$ cat src/rtl/alu_serial_seq.sv
// Bit-serial sequencer for an external 1-bit ALU: walks WIDTH-bit operands LSB first,
// chains the ALU carry between bits and reassembles the result word plus flags.
module alu_serial_seq #(
  parameter int WIDTH = 8
) (
  input  logic             i_clk,
  input  logic             i_rst,
  input  logic             i_start,
  input  logic [2:0]       i_op_in,
  input  logic [WIDTH-1:0] i_a_in,
  input  logic [WIDTH-1:0] i_b_in,
  input  logic             i_c_in,
  output logic             o_busy,
  output logic             o_done,
  output logic [WIDTH-1:0] o_result,
  output logic             o_c_out,
  output logic             o_zero,
  output logic             o_alu_a,
  output logic             o_alu_b,
  output logic             o_alu_c_in,
  output logic [2:0]       o_alu_op,
  input  logic             i_alu_o,
  input  logic             i_alu_c_out
);

  localparam int CW = (WIDTH > 1) ? $clog2(WIDTH) : 1;
  localparam logic [CW-1:0] LAST = CW'(WIDTH - 1);

  typedef enum logic [1:0] {IDLE, RUN, DONE} state_t;

  state_t           r_state;
  state_t           w_next;
  logic [WIDTH-1:0] r_a_sr;
  logic [WIDTH-1:0] r_b_sr;
  logic [WIDTH-1:0] r_res_sr;
  logic             r_carry;
  logic             r_zacc;
  logic [2:0]       r_op;
  logic [CW-1:0]    r_cnt;
  logic [WIDTH-1:0] r_result;
  logic             r_c_out;
  logic             r_zero;
  logic [WIDTH-1:0] w_res_next;
  logic             w_last;

  // A one-bit word has no upper bits to shift down, so the ALU bit is the whole word.
  generate
    if (WIDTH == 1) begin : g_res_w1
      assign w_res_next = i_alu_o;
    end else begin : g_res_wn
      assign w_res_next = {i_alu_o, r_res_sr[WIDTH-1:1]};
    end
  endgenerate

  assign w_last = (r_cnt == LAST);

  always_ff @(posedge i_clk) begin
    if (i_rst) r_state <= IDLE;
    else       r_state <= w_next;
  end

  always_comb begin
    w_next = r_state;
    case (r_state)
      IDLE:    if (i_start) w_next = RUN;
      RUN:     if (w_last)  w_next = DONE;
      DONE:    w_next = IDLE;
      default: w_next = IDLE;
    endcase
  end

  always_comb begin
    o_busy     = (r_state == RUN);
    o_done     = (r_state == DONE);
    o_alu_a    = 1'b0;
    o_alu_b    = 1'b0;
    o_alu_c_in = 1'b0;
    o_alu_op   = r_op;
    if (r_state == RUN) begin
      o_alu_a    = r_a_sr[0];
      o_alu_b    = r_b_sr[0];
      o_alu_c_in = r_carry;
    end
  end

  // Result flags are captured from the final ALU bit so they stay put until the next command ends.
  always_ff @(posedge i_clk) begin
    if (i_rst) begin
      r_a_sr   <= '0;
      r_b_sr   <= '0;
      r_res_sr <= '0;
      r_carry  <= 1'b0;
      r_zacc   <= 1'b0;
      r_op     <= 3'b000;
      r_cnt    <= '0;
      r_result <= '0;
      r_c_out  <= 1'b0;
      r_zero   <= 1'b0;
    end else begin
      case (r_state)
        IDLE: begin
          if (i_start) begin
            r_a_sr  <= i_a_in;
            r_b_sr  <= i_b_in;
            r_carry <= i_c_in;
            r_op    <= i_op_in;
            r_zacc  <= 1'b1;
            r_cnt   <= '0;
          end
        end
        RUN: begin
          r_res_sr <= w_res_next;
          r_carry  <= i_alu_c_out;
          r_zacc   <= r_zacc & ~i_alu_o;
          r_a_sr   <= r_a_sr >> 1;
          r_b_sr   <= r_b_sr >> 1;
          r_cnt    <= r_cnt + CW'(1);
          if (w_last) begin
            r_result <= w_res_next;
            r_c_out  <= i_alu_c_out;
            r_zero   <= r_zacc & ~i_alu_o;
          end
        end
        default: ;
      endcase
    end
  end

  assign o_result = r_result;
  assign o_c_out  = r_c_out;
  assign o_zero   = r_zero;

endmodule

$ cat config.mk
export PLATFORM = sky130hd
export DESIGN_NAME = alu_serial_seq
export DESIGN_NICKNAME = d
export VERILOG_FILES = /design/src/rtl/alu_serial_seq.sv
export SDC_FILE = /design/constraint.sdc
export NUM_CORES = 1
export LEC_CHECK = 0
export CORE_UTILIZATION = 34
export CTS_CLUSTER_DIAMETER = 150
export CTS_CLUSTER_SIZE = 10
export DETAILED_ROUTE_END_ITERATION = 6
export GPL_TIMING_DRIVEN = 0
export PLACE_DENSITY = 0.55
export SLEW_MARGIN = 20
export SYNTH_ARGS = -nofsm -noshare
export SYNTH_HDL_FRONTEND = slang
export SYNTH_SLANG_ARGS = --single-unit
$ cat constraint.sdc
create_clock -name i_clk -period 1.7 [get_ports i_clk]
set_input_delay 0.34 -clock i_clk [delete_from_list [all_inputs] [get_ports i_clk]]
set_output_delay 0.34 -clock i_clk [all_outputs]
set_load 0.005 [all_outputs]
Yosys cells after proc, flatten, opt, wreduce, memory -nomap -nowiden
Index checks and enable logic that the tools add are counted. Widths: inputs -> output; s select.

Bits in registers: 44. Input bits: 25. Output and inout port bits: 18.

Add/sub/neg operators: 1. Equal/unequal tests: 5. Multiplexer cells: 16. Bitwise operators: 2. Reduce and logical (&&, ||, !) cells: 6.

Operator list (count): $pmux 8 s2 (2); $mux 8 (2); $reduce_and 2->1 (4); $pmux 3 s2 (1); $mux 1 (5); $mux 2 (2); $pmux 1 s2 (2); $pmux 2 s2 (1); $add 3x1->3 const B (1); $eq 3x3->1 const B (1); $mux 3 (1); $eq 2x1->1 const B (1); $eq 2x2->1 const B (1); $logic_not 2->1 (1); $ne 2x1->1 const B (1); $ne 2x2->1 const B (1); $reduce_bool 2->1 (1); $and 1x1->1 (1); $not 1->1 (1).

Longest topological paths before layout
Depth in word-level cells: 3. Gate-level depth with buffers: 7.

Worst setup path after synthesis
No wires, ideal clock.

Kind: register to output. From: register r_state[1]. To: output o_alu_a. Arrival: 0.970 ns. Required time: 1.360 ns. Setup slack: 0.390 ns. Cell stages (with the launch flop): 7. Path buffers: 3. Cells stage by stage: dfxtp_1 -> buf_6 -> nand2b_4 -> buf_6 -> inv_4 -> buf_6 -> and2_1.

Word-level cells in the longest chain between the ends: 2.

Ends and longest elaborated chain: start: declaration (line 31) `state_t r_state;`; start signal: assignment (line 59) `else r_state <= w_next;`; $eq 2x1->1; named net o_busy (line 13) `output logic o_busy,`; $mux 1 (line 79) `if (r_state == RUN) begin`; end: declaration (line 18) `output logic o_alu_a,`.

The timed path passes the listed nets, and every way through them passes these cells.

Final worst setup path
From: register r_state[1]. To: output o_alu_c_in.

Word-level cells in the longest chain between the ends: 2.

Ends and longest elaborated chain: $eq 2x1->1 (line 79); $mux 1 (line 79); end: declaration (line 20) `output logic o_alu_c_in,`.

No other way between the ends.

==> reports/qor.txt <==
outcome: completed
CTS sink cnt: 43
Fin. Hold Viols: 0
worst slew pin tran: 0.7012 ns
Worst EP arrival: 1.29 ns
Post-Synth Adder-Cell Area: 0.01300
slew margin rel.: 0.5325
Post-Synthesis Cell Area: 1926 µm²
worst r2r src: r_cnt[0]$_SDFFE_PP0P_
overall routing resource usage: 0.1405
first-pass GRT wire length: 6.617 mm
Routed wire per std cell: 12.43 µm
clock power share: 0.314
sequential share of the synthesized area: 0.4470
largest family of logic cells by synthesized area: simple AND/OR/NAND/NOR gates
Peak VDD IR: 0.3729 mV
initial antenna violation count: 0
# Max-Cap Violations: 0
Layout Skew: 0.005163 ns
Die X: 77.26 µm
RSZ-0062 raised after global routing: no
Via-to-Cell Ratio: 4.602
CP startpoint: r_state[1]$_SDFFE_PP0P_
Crit Path Category: flop to primary output
RD Place Congestion: 0.7022
Total Power: 2.039 mW
Pleak: 0.9719 nW
hold_sp: i_rst
Die H: 77.26 µm
compound-cell area share of the yosys netlist: 0.1826
fraction of layout cells with a size suffix above 1: 0.2348
HPWL after DPL: 2.768 mm
Tmin final: 1.627 ns
IO Port Bufs: 41
Worst-Skew Late Latency: 0.30 ns
top post-synthesis cells by count: dfxtp_1 (43), nand2_1 (33), a21oi_1 (19), mux2i_1 (19), a211oi_2 (15)
min-delay worst type: primary input to flop
Layout area overhead: 31.90%
Post-synth ARST share: 0
total grt overflow: 0
#FFs+latches synth: 43
H-tree depth: 2
Synthesized Nets: 221
CTS Buf Count: 5
max incr delay on CP: 0.33 ns
crit path buf inv count: 3
sw frac: 0.2590
top-count cell post-synth: dfxtp_1
EDFF count, synth: 0
CTS tree: done
Avg Cell Area, Syn: 9.926 µm²
Clk pin slew, worst setup/hold paths: 0.08 ns
drt pass-1 iters: 4
Die ar.: 5968 µm²
Yosys cell types: 31
Critical Path RT: 1.36 ns
Final Slew Violations: 0
Post-CTS Hold Fix Bufs: 0
slack of the critical path: 0.07318 ns
post-synth top area share: 0.4470
pwr dens: 802.7 nW/µm²
# setup viols final: 0
XOR/XNOR Fraction of Synth Area: 0
post-synth top area cell: dfxtp_1
crit path max fanout: 7
# rows: 27
switching pwr: 528.1 µW
internal power: 1.511 mW
Gate power share: 0.155
Synth area leaders: dfxtp_1 (45%), mux2i_1 (9.9%), a211oi_2 (9.7%)
mux cell area share after synthesis: 0.09877
Routed WL: 3.964 mm
post-synthesis cell count: 194
# diodes: 0
largest net degree at the start of global routing: 14
Placement Setup Slack: -0.1910 ns
number of nets in the layout: 273
Max Fclk: 0.6147 GHz
Post-DRT Antenna Nets: 0
ys flop type: dfxtp_1
worst-path cell chain: buf_6 > nand2b_4 > inv_8 > and2_1 > dlygate4sd2_1
Slowest-stage cell, CP: dfxtp_2
Ports: 43
fin crit share: 0.9570
cell family with most CP delay: buffers and inverters
1st-iter DRT viols: 100
crit path capture type: primary output
initial cell density of the core: 0.3519
CTS root buf: clkbuf_8
simple-gate share of the synthesized area: 0.1871
DR vias: 1468
DRC: 0
Reg power frac: 0.531
largest buffer count on any clock path: 2
Core Region: 5473 µm²
Syn. warnings: 0
vias in the first global route: 1405
Worst Setup Start Kind: flop
[cell type report]
cell class,count,area (µm²)
fill,569,2933
multi-input combinational,132,927.1
clock inverter,2,12.51
clock buffer,6,72.57
timing repair buffer,47,451.7
sequential,43,862.1
tap,72,90.09
buffer,14,105.1
inverter,3,18.77
[final timing paths]
kind	to	slack (ns)	depth (start not counted)
max reg2reg	o_result[2]$_SDFFE_PP0P_	0.27	6
min reg2reg	o_result[7]$_SDFFE_PP0P_	0.46	2
max	o_alu_c_in	0.07	5
min	r_cnt[0]$_SDFFE_PP0P_	0.32	2
[cell families after synthesis]
group	Yosys count
simple gates	69
flops	43
compound gates	42
buf+inv	19
mux	19
fa+ha+maj	2
[power groups by stage]
stage	clock network (mW)	logic [mW]	registers, mW
2_1_floorplan	0	0.204	1.10
3_3_place_gp	0	0.315	1.11
3_5_place_dp	0	0.316	1.11
4_1_cts	0.664	0.320	1.08
5_1_grt	0.702	0.345	1.09
6_report	0.641	0.316	1.08
[per-layer routing]
layer / vias up / share of wire / GRT usage / routed length, µm
li1: 761 / - / - / -
met1: 669 / 0.52 / 0.1966 / 2043
met2: 31 / 0.42 / 0.2018 / 1676
met3: 7 / 0.041 / 0.02738 / 164
met4: 0 / 0.020 / 0.07358 / 79
met5: - / 0 / 0 / 0
[state kept, by name, summed over array words and instances, names as in the netlist]
signal    flops
o_result      8
r_a_sr        8
r_b_sr        8
r_res_sr      7
o_alu_op      3
r_cnt         3
r_state       2
o_c_out       1
o_zero        1
r_carry       1
r_zacc        1
[stage by stage]
step / hold slack (ns) / instances / utilization / area (µm²) / TNS, ns
6_report: 0.3227 / 319 / 0.4641 / 2540 / 0
5_1_grt: 0.3160 / 319 / 0.4641 / 2540 / 0
4_1_cts: 0.3089 / 319 / 0.4627 / 2532 / 0
3_5_place_dp: 0.4485 / 307 / 0.4433 / 2426 / -0.6851
3_3_place_gp: 0.4450 / 307 / 0.4433 / 2426 / -0.6528
2_1_floorplan: 0.4321 / 194 / - / 1926 / 0
[cell usage in the layout (no fill, tap or decap), types with 3 or more instances in the layout]
cell type and instances:
dfxtp_1 42, nor2_1 10, a22oi_1 3, buf_4 7, dlygate4sd2_1 3, clkdlybuf4s50_1 36
buf_6 6, nor2_2 14, clkbuf_1 3, a21oi_1 19, a211oi_2 15, mux2i_1 19
and2_1 3, clkbuf_8 5, nand2_1 33
[worst register-to-register path, stage by stage (launching register included)]
cell and delay (ns):
dfxtp_1 0.38, ha_1 0.17, ha_1 0.24, and3b_1 0.17, buf_2 0.19, nand2_1 0.08, a21oi_1 0.13
[timing repair]
item,4_1_cts,5_1_grt
pin swaps,0,0
cloned,0,0
setup buffers,6,0
endpoints found under the setup margin,5,3
resized for setup,7,4
(Power assumes the default switching activity.)
